`src/rtl/rv32i_types.sv`:
```
// rtl/rv32i_types.sv - shared types for the load/store unit
package rv32i_types;

  typedef enum logic [1:0] {
    IDLE   = 2'b00,
    ACCESS = 2'b01,
    RESP   = 2'b10
  } lsu_state_t;

  typedef enum logic [1:0] {
    LSU_OK         = 2'b00,
    LSU_MISALIGNED = 2'b01,
    LSU_ILLEGAL    = 2'b10,
    LSU_TIMEOUT    = 2'b11
  } lsu_err_t;

  // Loads use all encodings; stores only the first four (sb/sh/sw/sd).
  typedef enum logic [2:0] {
    F3_B  = 3'b000,
    F3_H  = 3'b001,
    F3_W  = 3'b010,
    F3_D  = 3'b011,
    F3_BU = 3'b100,
    F3_HU = 3'b101,
    F3_WU = 3'b110
  } mem_funct3_t;

endpackage

```
`src/rtl/lsu_align.sv`:
```
// rtl/lsu_align.sv - lane shifter, byte enables, load extender and request checks
module lsu_align
  import rv32i_types::*;
#(
  parameter int XLEN = 32
) (
  input  logic [2:0]        funct3,
  input  logic              store,
  input  logic [2:0]        addr_lo,
  input  logic [XLEN-1:0]   wdata,
  input  logic [XLEN-1:0]   rdata,
  output logic [XLEN-1:0]   wdata_sh,
  output logic [XLEN/8-1:0] byte_en,
  output logic [XLEN-1:0]   load_data,
  output logic              illegal,
  output logic              misaligned
);

  localparam int NB   = XLEN / 8;
  localparam int OFFW = $clog2(NB);

  logic [OFFW-1:0] off;
  logic [XLEN-1:0] shifted;
  logic [NB-1:0]   size_mask;

  assign off = addr_lo[OFFW-1:0];

  always_comb begin
    shifted    = rdata >> {off, 3'b000};
    wdata_sh   = wdata << {off, 3'b000};
    size_mask  = '0;
    load_data  = '0;
    misaligned = 1'b0;
    illegal    = (funct3 == 3'b111) || (store && funct3[2]) ||
                 ((XLEN == 32) && ((funct3 == F3_D) || (funct3 == F3_WU)));
    case (funct3[1:0])
      2'b00: begin
        size_mask = NB'(1);
        if (funct3[2]) load_data = XLEN'(shifted[7:0]);
        else           load_data = XLEN'($signed(shifted[7:0]));
      end
      2'b01: begin
        size_mask  = NB'(3);
        misaligned = addr_lo[0];
        if (funct3[2]) load_data = XLEN'(shifted[15:0]);
        else           load_data = XLEN'($signed(shifted[15:0]));
      end
      2'b10: begin
        size_mask  = NB'(4'hF);
        misaligned = |addr_lo[1:0];
        if (funct3[2]) load_data = XLEN'(shifted[31:0]);
        else           load_data = XLEN'($signed(shifted[31:0]));
      end
      default: begin
        size_mask  = NB'(8'hFF);
        misaligned = |addr_lo[2:0];
        load_data  = shifted;
      end
    endcase
    byte_en = size_mask << off;
  end

endmodule

```
`src/rtl/lsu_ctrl.sv`:
```
// rtl/lsu_ctrl.sv - load/store unit FSM: request latch, memory access, response hold
module lsu_ctrl
  import rv32i_types::*;
#(
  parameter int XLEN    = 32,
  parameter int TIMEOUT = 0
) (
  input  logic              clk,
  input  logic              rst,
  input  logic              req_valid,
  output logic              req_ready,
  input  logic              req_store,
  input  logic [2:0]        req_funct3,
  input  logic [XLEN-1:0]   req_addr,
  input  logic [XLEN-1:0]   req_wdata,
  output logic              rsp_valid,
  input  logic              rsp_ready,
  output logic [XLEN-1:0]   rsp_rdata,
  output logic [1:0]        rsp_err,
  output logic              mem_read,
  output logic              mem_write,
  output logic [XLEN-1:0]   mem_address,
  output logic [XLEN-1:0]   mem_wdata,
  output logic [XLEN/8-1:0] mem_byte_enable,
  input  logic [XLEN-1:0]   mem_rdata,
  input  logic              mem_resp
);

  localparam int NB   = XLEN / 8;
  localparam int OFFW = $clog2(NB);
  localparam int CW   = (TIMEOUT > 1) ? $clog2(TIMEOUT + 1) : 1;

  lsu_state_t      state_q, state_d;
  lsu_err_t        rsp_err_q, rsp_err_d;
  logic [2:0]      funct3_q, funct3_d;
  logic [2:0]      addr_lo_q, addr_lo_d;
  logic            store_q, store_d;
  logic [CW-1:0]   cnt_q, cnt_d;
  logic [XLEN-1:0] rsp_rdata_q, rsp_rdata_d;
  logic [XLEN-1:0] mem_address_q, mem_address_d;
  logic [XLEN-1:0] mem_wdata_q, mem_wdata_d;
  logic [NB-1:0]   mem_be_q, mem_be_d;

  logic            idle;
  logic            timeout_hit;
  logic [XLEN-1:0] al_wdata_sh, al_load;
  logic [NB-1:0]   al_be;
  logic            al_illegal, al_misaligned;

  // In IDLE the aligner checks the incoming request; afterwards it extracts from the latched one.
  assign idle = (state_q == IDLE);

  lsu_align #(.XLEN(XLEN)) u_align (
    .funct3     (idle ? req_funct3 : funct3_q),
    .store      (idle ? req_store : store_q),
    .addr_lo    (idle ? req_addr[2:0] : addr_lo_q),
    .wdata      (req_wdata),
    .rdata      (mem_rdata),
    .wdata_sh   (al_wdata_sh),
    .byte_en    (al_be),
    .load_data  (al_load),
    .illegal    (al_illegal),
    .misaligned (al_misaligned)
  );

  assign timeout_hit = (TIMEOUT > 0) && (cnt_q == CW'(TIMEOUT - 1));

  always_ff @(posedge clk or posedge rst) begin
    if (rst) begin
      state_q       <= IDLE;
      rsp_err_q     <= LSU_OK;
      funct3_q      <= '0;
      addr_lo_q     <= '0;
      store_q       <= 1'b0;
      cnt_q         <= '0;
      rsp_rdata_q   <= '0;
      mem_address_q <= '0;
      mem_wdata_q   <= '0;
      mem_be_q      <= '0;
    end else begin
      state_q       <= state_d;
      rsp_err_q     <= rsp_err_d;
      funct3_q      <= funct3_d;
      addr_lo_q     <= addr_lo_d;
      store_q       <= store_d;
      cnt_q         <= cnt_d;
      rsp_rdata_q   <= rsp_rdata_d;
      mem_address_q <= mem_address_d;
      mem_wdata_q   <= mem_wdata_d;
      mem_be_q      <= mem_be_d;
    end
  end

  always_comb begin
    state_d       = state_q;
    rsp_err_d     = rsp_err_q;
    funct3_d      = funct3_q;
    addr_lo_d     = addr_lo_q;
    store_d       = store_q;
    cnt_d         = cnt_q;
    rsp_rdata_d   = rsp_rdata_q;
    mem_address_d = mem_address_q;
    mem_wdata_d   = mem_wdata_q;
    mem_be_d      = mem_be_q;
    case (state_q)
      IDLE: begin
        if (req_valid) begin
          funct3_d      = req_funct3;
          addr_lo_d     = req_addr[2:0];
          store_d       = req_store;
          cnt_d         = '0;
          rsp_rdata_d   = '0;
          mem_address_d = {req_addr[XLEN-1:OFFW], {OFFW{1'b0}}};
          mem_wdata_d   = al_wdata_sh;
          mem_be_d      = al_be;
          if (al_illegal) begin
            rsp_err_d = LSU_ILLEGAL;
            state_d   = RESP;
          end else if (al_misaligned) begin
            rsp_err_d = LSU_MISALIGNED;
            state_d   = RESP;
          end else begin
            rsp_err_d = LSU_OK;
            state_d   = ACCESS;
          end
        end
      end
      ACCESS: begin
        // A response landing on the timeout cycle still completes normally.
        if (mem_resp) begin
          rsp_rdata_d = store_q ? '0 : al_load;
          rsp_err_d   = LSU_OK;
          state_d     = RESP;
        end else if (timeout_hit) begin
          rsp_err_d = LSU_TIMEOUT;
          state_d   = RESP;
        end else begin
          cnt_d = cnt_q + CW'(1);
        end
      end
      RESP: begin
        if (rsp_ready) state_d = IDLE;
      end
      default: state_d = IDLE;
    endcase
  end

  always_comb begin
    req_ready = (state_q == IDLE);
    rsp_valid = (state_q == RESP);
    mem_read  = (state_q == ACCESS) && !store_q;
    mem_write = (state_q == ACCESS) && store_q;
  end

  assign rsp_rdata       = rsp_rdata_q;
  assign rsp_err         = rsp_err_q;
  assign mem_address     = mem_address_q;
  assign mem_wdata       = mem_wdata_q;
  assign mem_byte_enable = mem_be_q;

endmodule

```
`config.mk`:
```
export PLATFORM = sky130hd
export DESIGN_NAME = lsu_ctrl
export DESIGN_NICKNAME = d
export VERILOG_FILES = /design/src/rtl/rv32i_types.sv /design/src/rtl/lsu_align.sv /design/src/rtl/lsu_ctrl.sv
export SDC_FILE = /design/constraint.sdc
export NUM_CORES = 1
export LEC_CHECK = 0
export CAP_MARGIN = 10
export CORE_AREA = 3 3 113 115
export DETAILED_ROUTE_END_ITERATION = 12
export DIE_AREA = 0 0 116 118
export PLACE_DENSITY = 0.81
export SETUP_SLACK_MARGIN = 0.15
export SYNTH_ARGS = -nofsm -noshare
export SYNTH_HDL_FRONTEND = slang
export SYNTH_SLANG_ARGS = --single-unit
```
`constraint.sdc`:
```
create_clock -name clk -period 4 [get_ports clk]
set_input_delay 0.8 -clock clk [delete_from_list [all_inputs] [get_ports clk]]
set_output_delay 0.8 -clock clk [all_outputs]
set_load 0.005 [all_outputs]
```
==> flow_metrics.tcl, run 1 <==
set metrics [dict create \
    route.detailed.drc 0 \
    die_x_um 116 \
    cp-end-kind "flip-flop" \
    dr.pass1.iters 6 \
    yosysTopAreaCellShare_pct 51.9 \
    synth_top_area_cell "dfrtp_1" \
    clockPowerShare_pct 17.9 \
    setup_viol 0 \
    clk_pin_slew_ns 0.08 \
    grt.overflow.total 0 \
    cts.sinks 108 \
    vdd_drop_max_mv 0.322 \
    synthArstFlopShare_pct 100 \
    yosys_most_used_dff "dfrtp_1" \
    grt_usage_pct 23.2 \
    cts_tree "done" \
    antenna_found_initial 0 \
    drive_above_1_share_pct 9.34 \
    cap_violations 0 \
    period_share_pct 75.5 \
    syn_area_per_cell_um2 10.3 \
    netlist_instances 504 \
    worstSetupStartpointType "primary input" \
    critPathArrivalTime_ns 3.30 \
    switching_power_mw 1.79 \
    period_minus_slack_ns 3.02 \
    yosys.cell_count.top_type "nand2_1" \
    tightest_slew_ns 0.987 \
    p_per_area_nw_per_um2 668 \
    drt-initial-drc-count 442 \
    worstSetupPathType "in2reg" \
    fmax_mhz 331 \
    cts_max_path_buffers 2 \
    drv_slew 0 \
    vias 4772 \
    grt_pass1_wl_mm 25.3 \
    yosys-top-cells-count "nand2_1, dfrtp_1, nor2_1" \
    cts_buffers 9 \
    fin_util_pct 64.1 \
    skew_ns 0.0121 \
    power_switching_share_pct 35.1 \
    intPower_mw 3.31 \
    holdBufCountCts 0 \
    grt_pass1_vias 4918 \
    dieHeight_um 118 \
    dpl_cell_area_um2 7330 \
    fp.coreArea_um2 11900 \
    diodes 0 \
    avgRoutedWirePerCell_um 18.6 \
    grt_max_degree 80 \
    start_util_pct 43.7 \
    cts_root_buffer "clkbuf_16" \
    design_area_um2 7640 \
    synth-seq-area-share_pct 51.9 \
    setup_tns_ns 0 \
    clock_latency_ns 0.34 \
    p_leak_nw 3.47 \
    final_antenna_net_count 0 \
    relSlewSlack_pct 34.2 \
    htree_levels 3 \
    grt_setup_unrepaired "no" \
    power_frac_comb_pct 47.1 \
    drt_wl_total_mm 15.7 \
    syn_to_final_growth_pct 46.7 \
    synth_edf_count 0 \
    total_power_mw 5.10 \
    fin_hold_ws_ns 0.479 \
    cts_resized 0 \
    pwr-share-seq_pct 35.0 \
    avgViaCountPerCell 5.66 \
    ys_top_cells_by_area "dfrtp_1, nand2_1, mux2_2" \
    io_pins 211 \
    rows 40 \
    hold_class "reg2reg" \
    crit_fanout 24 \
    fin_nets 796 \
    synthesis.area_um2 5210 \
    yosys_register_bits 108 \
    status "finished clean" \
    dieArea_um2 13700 \
    gp_congestion 0.873 \
    synth.distinct_cells 55 \
    postCtsSetupBuffers 0 \
    required_ns 4.28 \
    yosysWarnings 0 \
    dp_hpwl_mm 11.4 \
    io_buffers 208 \
    finalHoldViolCount 0 \
]
[flip-flops by register name (all words and copies together) (netlist names)]
signal / flops
rsp_err: 2
state_q: 2
mem_address: 30
mem_wdata: 32
funct3_q: 3
rsp_rdata: 32
addr_lo_q: 2
store_q: 1
mem_byte_enable: 4
[layout make-up]
cell class	count	area, um^2
Timing Repair Buffer	214	2130
Clock buffer	9	225
Inverter	5	21.3
Clock inverter	7	80.1
Sequential cell	108	2700
Tap cell	147	184
Fill cell	930	4270
Multi-Input combinational cell	353	2300
[through the flow]
| step | cells | setup slack [ns] |
|---|---|---|
| floorplan | 505 | 0.354 |
| global placement | 827 | 0.737 |
| detailed placement | 827 | 0.636 |
| CTS | 843 | 1.00 |
| global route | 843 | 0.786 |
| finish | 843 | 0.978 |
[power groups by stage]
stage	clock, mW	combinational, mW	sequential (mW)
floorplan	0	1.30	1.75
global placement	0	2.35	1.77
detailed placement	0	2.41	1.80
CTS	0.936	2.42	1.78
global route	0.986	2.63	1.83
finish	0.915	2.40	1.78
[metal layers]
| layer | up-vias | track usage [%] | wire (um) |
|---|---|---|---|
| met4 | 0 | 9.57 | 473 |
| met1 | 2335 | 29.1 | 6210 |
| met2 | 237 | 37.1 | 7580 |
| met3 | 39 | 6.89 | 1420 |
| li1 | 2161 | - | - |
| met5 | - | 0 | 0 |
[worst paths after layout]
| check | start | endpoint | slack (ns) | cells after the start |
|---|---|---|---|---|
| max in group asynchronous | rst | mem_address[18]$_DFFE_PP0P_ | 2.07 | 3 |
| worst min register to register | mem_address[26]$_DFFE_PP0P_ | mem_address[26]$_DFFE_PP0P_ | 0.48 | 2 |
| worst max register to register | state_q[1]$_DFFE_PP0P_ | mem_wdata[29]$_DFFE_PP0P_ | 1.34 | 6 |
| worst min-delay path | mem_address[26]$_DFFE_PP0P_ | mem_address[26]$_DFFE_PP0P_ | 0.48 | 2 |
| worst max-delay path | req_addr[1] | mem_wdata[3]$_DFFE_PP0P_ | 0.98 | 6 |
| min in group asynchronous | rst | mem_address[6]$_DFFE_PP0P_ | 1.03 | 2 |
[worst max-delay path, cell delays in order]
cell,delay (ns)
clkdlybuf4s50_1,0.64
or3b_4,0.37
and2_4,0.38
nand2_1,0.29
nor2_1,0.59
a22o_1,0.23
[logic make-up (layout without fill, tap and decap cells)]
logic type,count (synthesis),after routing,share of synthesized area [%]
simple gates,196,196,16.2
buf+inv,44,235,4.16
compound gates,102,102,14.8
other cells,1,2,0.0720
mux,53,53,12.9
flops,108,108,51.9
[placed cells by master (no fill, tap or decap), types with 7 or more instances in the layout]
| cell type | synthesis | routed |
|---|---|---|
| a221oi_1 | 8 | 8 |
| mux2_2 | 17 | 17 |
| a222oi_1 | 7 | 7 |
| clkdlybuf4s50_1 | 0 | 208 |
| o21ai_0 | 21 | 21 |
| nand2_1 | 126 | 125 |
| clkbuf_16 | 0 | 9 |
| a21oi_1 | 7 | 7 |
| a22oi_1 | 9 | 9 |
| nand3_1 | 19 | 19 |
| nor2_1 | 26 | 26 |
| o2bb2ai_1 | 7 | 7 |
| mux4_2 | 7 | 7 |
| a22o_1 | 16 | 16 |
| dfrtp_1 | 108 | 108 |
| a2bb2oi_1 | 8 | 8 |
| mux2i_1 | 18 | 18 |
Power figures use the tool's default switching activity.
==> run 2: changes to the inputs <==
--- a/config.mk
+++ b/config.mk
@@ -6,10 +6,10 @@
 export NUM_CORES = 1
 export LEC_CHECK = 0
 export CAP_MARGIN = 10
-export CORE_AREA = 3 3 113 115
+export CORE_AREA = 3 3 120 122
 export DETAILED_ROUTE_END_ITERATION = 12
-export DIE_AREA = 0 0 116 118
-export PLACE_DENSITY = 0.81
+export DIE_AREA = 0 0 123 125
+export PLACE_DENSITY = 0.75
 export SETUP_SLACK_MARGIN = 0.15
 export SYNTH_ARGS = -nofsm -noshare
 export SYNTH_HDL_FRONTEND = slang
==> constraint.sdc (replaced) <==
create_clock -name clk -period 2.5 [get_ports clk]
set_input_delay 0.5 -clock clk [delete_from_list [all_inputs] [get_ports clk]]
set_output_delay 0.5 -clock clk [all_outputs]
set_load 0.005 [all_outputs]
==> flow_metrics.tcl, run 2 (synthesized netlist as in run 1, its figures left out) <==
set metrics [dict create \
    die_x_um 123 \
    crit_fanout 9 \
    period_share_pct 90.9 \
    grt_usage_pct 21.5 \
    fin_hold_ws_ns 0.473 \
    period_minus_slack_ns 2.27 \
    p_per_area_nw_per_um2 1060 \
    layout_commonest_cell "clkdlybuf4s50_1" \
    start_util_pct 39.2 \
    tightest_slew_ns 0.584 \
    timing.rr.start "state_q[0]$_DFFE_PP0P_" \
    fin_util_pct 60.0 \
    clock_latency_ns 0.35 \
    cts_max_path_buffers 2 \
    cts_buffers 9 \
    drv_slew 0 \
    rows 42 \
    layout_common_cells "clkdlybuf4s50_1, nand2_1, dfrtp_1" \
    syn_to_final_growth_pct 53.1 \
    avgViaCountPerCell 5.27 \
    cp-end-kind "output pin" \
    skew_ns 0.00942 \
    avgRoutedWirePerCell_um 18.3 \
    grt_setup_unrepaired "yes" \
    worstSetupPathType "reg2out" \
    relSlewSlack_pct 61.1 \
    grt.overflow.total 0 \
    io_buffers 208 \
    required_ns 2.00 \
    fillers 1079 \
    drt-initial-drc-count 468 \
    vias 4771 \
    cts_root_buffer "clkbuf_16" \
    hold_class "reg2reg" \
    seq_area_um2 2710 \
    cap_violations 0 \
    status "finished clean" \
    hp-start "mem_address[26]$_DFFE_PP0P_" \
    cts.sinks 108 \
    total_power_mw 8.42 \
    r2r-end "rsp_rdata[5]$_DFFE_PP0P_" \
    antenna_found_initial 0 \
    holdBufCountCts 0 \
    route.detailed.drc 0 \
    diodes 0 \
    grt_pass1_wl_mm 26.1 \
    dieHeight_um 125 \
    critPathArrivalTime_ns 1.77 \
    grt_max_degree 109 \
    drive_above_1_share_pct 13.9 \
    fp.coreArea_um2 13300 \
    multiInputGateArea_um2 2300 \
    setup_viol 0 \
    place_ws_ns -0.118 \
    min_to "mem_address[26]$_DFFE_PP0P_" \
    io_pins 211 \
    drt_wl_total_mm 16.6 \
    grt_pass1_vias 4934 \
    dp_hpwl_mm 12.1 \
    htree_levels 3 \
    dieArea_um2 15400 \
    worstSetupStartpointType "flip-flop" \
    fin_nets 830 \
    finalHoldViolCount 0 \
    final_antenna_net_count 0 \
    cts_tree "done" \
    min_path_cells 2 \
    vdd_drop_max_mv 0.582 \
    p_leak_nw 3.65 \
    fmax_mhz 440 \
    clk_pin_slew_ns 0.07 \
    worst_slack_ns 0.229 \
    gp_congestion 0.865 \
    r2r_slack_ns 0.35 \
    worstRegToRegCells 6 \
    dr.pass1.iters 6 \
]
run 2: worst max-delay path by stage:
stage,startpoint,end,slack (ns),cells after the start
after floorplan,req_addr[1],rsp_rdata[10]$_DFFE_PP0P_,0.34,8
after global placement,req_addr[1],mem_wdata[21]$_DFFE_PP0P_,-0.03,7
after detailed placement,req_addr[1],mem_wdata[19]$_DFFE_PP0P_,-0.12,7
after CTS,state_q[1]$_DFFE_PP0P_,req_ready,0.17,3
after global routing,state_q[1]$_DFFE_PP0P_,mem_write,0.12,3
final,state_q[1]$_DFFE_PP0P_,mem_write,0.23,3
run 2: critical path: stages, from the launching register on:
cell and delay (ns):
dfrtp_2 0.46, buf_4 0.19, nor3b_1 0.23, clkdlybuf4s50_1 0.54
run 2: final cells by class:
class                           count  area share (%)
Timing Repair Buffer              248            30.7
Inverter                            5           0.282
Multi-Input combinational cell    353            28.9
Tap cell                          176            2.76
Clock buffer                       12            3.22
Clock inverter                      3           0.267
Sequential cell                   108            33.9
run 2: metal layers:
layer | global-route usage, % | vias to the layer above | wire length, um
li1 | - | 2233 | -
met1 | 25.9 | 2298 | 6440
met2 | 36.2 | 221 | 8280
met3 | 7.81 | 19 | 1600
met4 | 5.93 | 0 | 248
met5 | 0 | - | 0
run 2: repair_timing:
item | in CTS | in global routing
resized for setup | 3 | 2
setup buffers | 3 | 0
endpoints found under the setup margin | 3 | 11
run 2: report_power, final:
| part | total [mW] | switching, mW | internal, mW |
|---|---|---|---|
| registers | 2.82 | 0.430 | 2.39 |
| clock network | 1.36 | 0.634 | 0.728 |
| logic | 4.23 | 1.83 | 2.40 |
| total | 8.42 | 2.89 | 5.52 |
run 2: metrics by stage:
stage	area (um^2)	std cells	setup TNS, ns
finish	7980	905	0
global route	7980	905	0
CTS	7970	905	0
detailed placement	7660	887	-1.31
global placement	7660	887	-0.0653
floorplan	5220	505	0
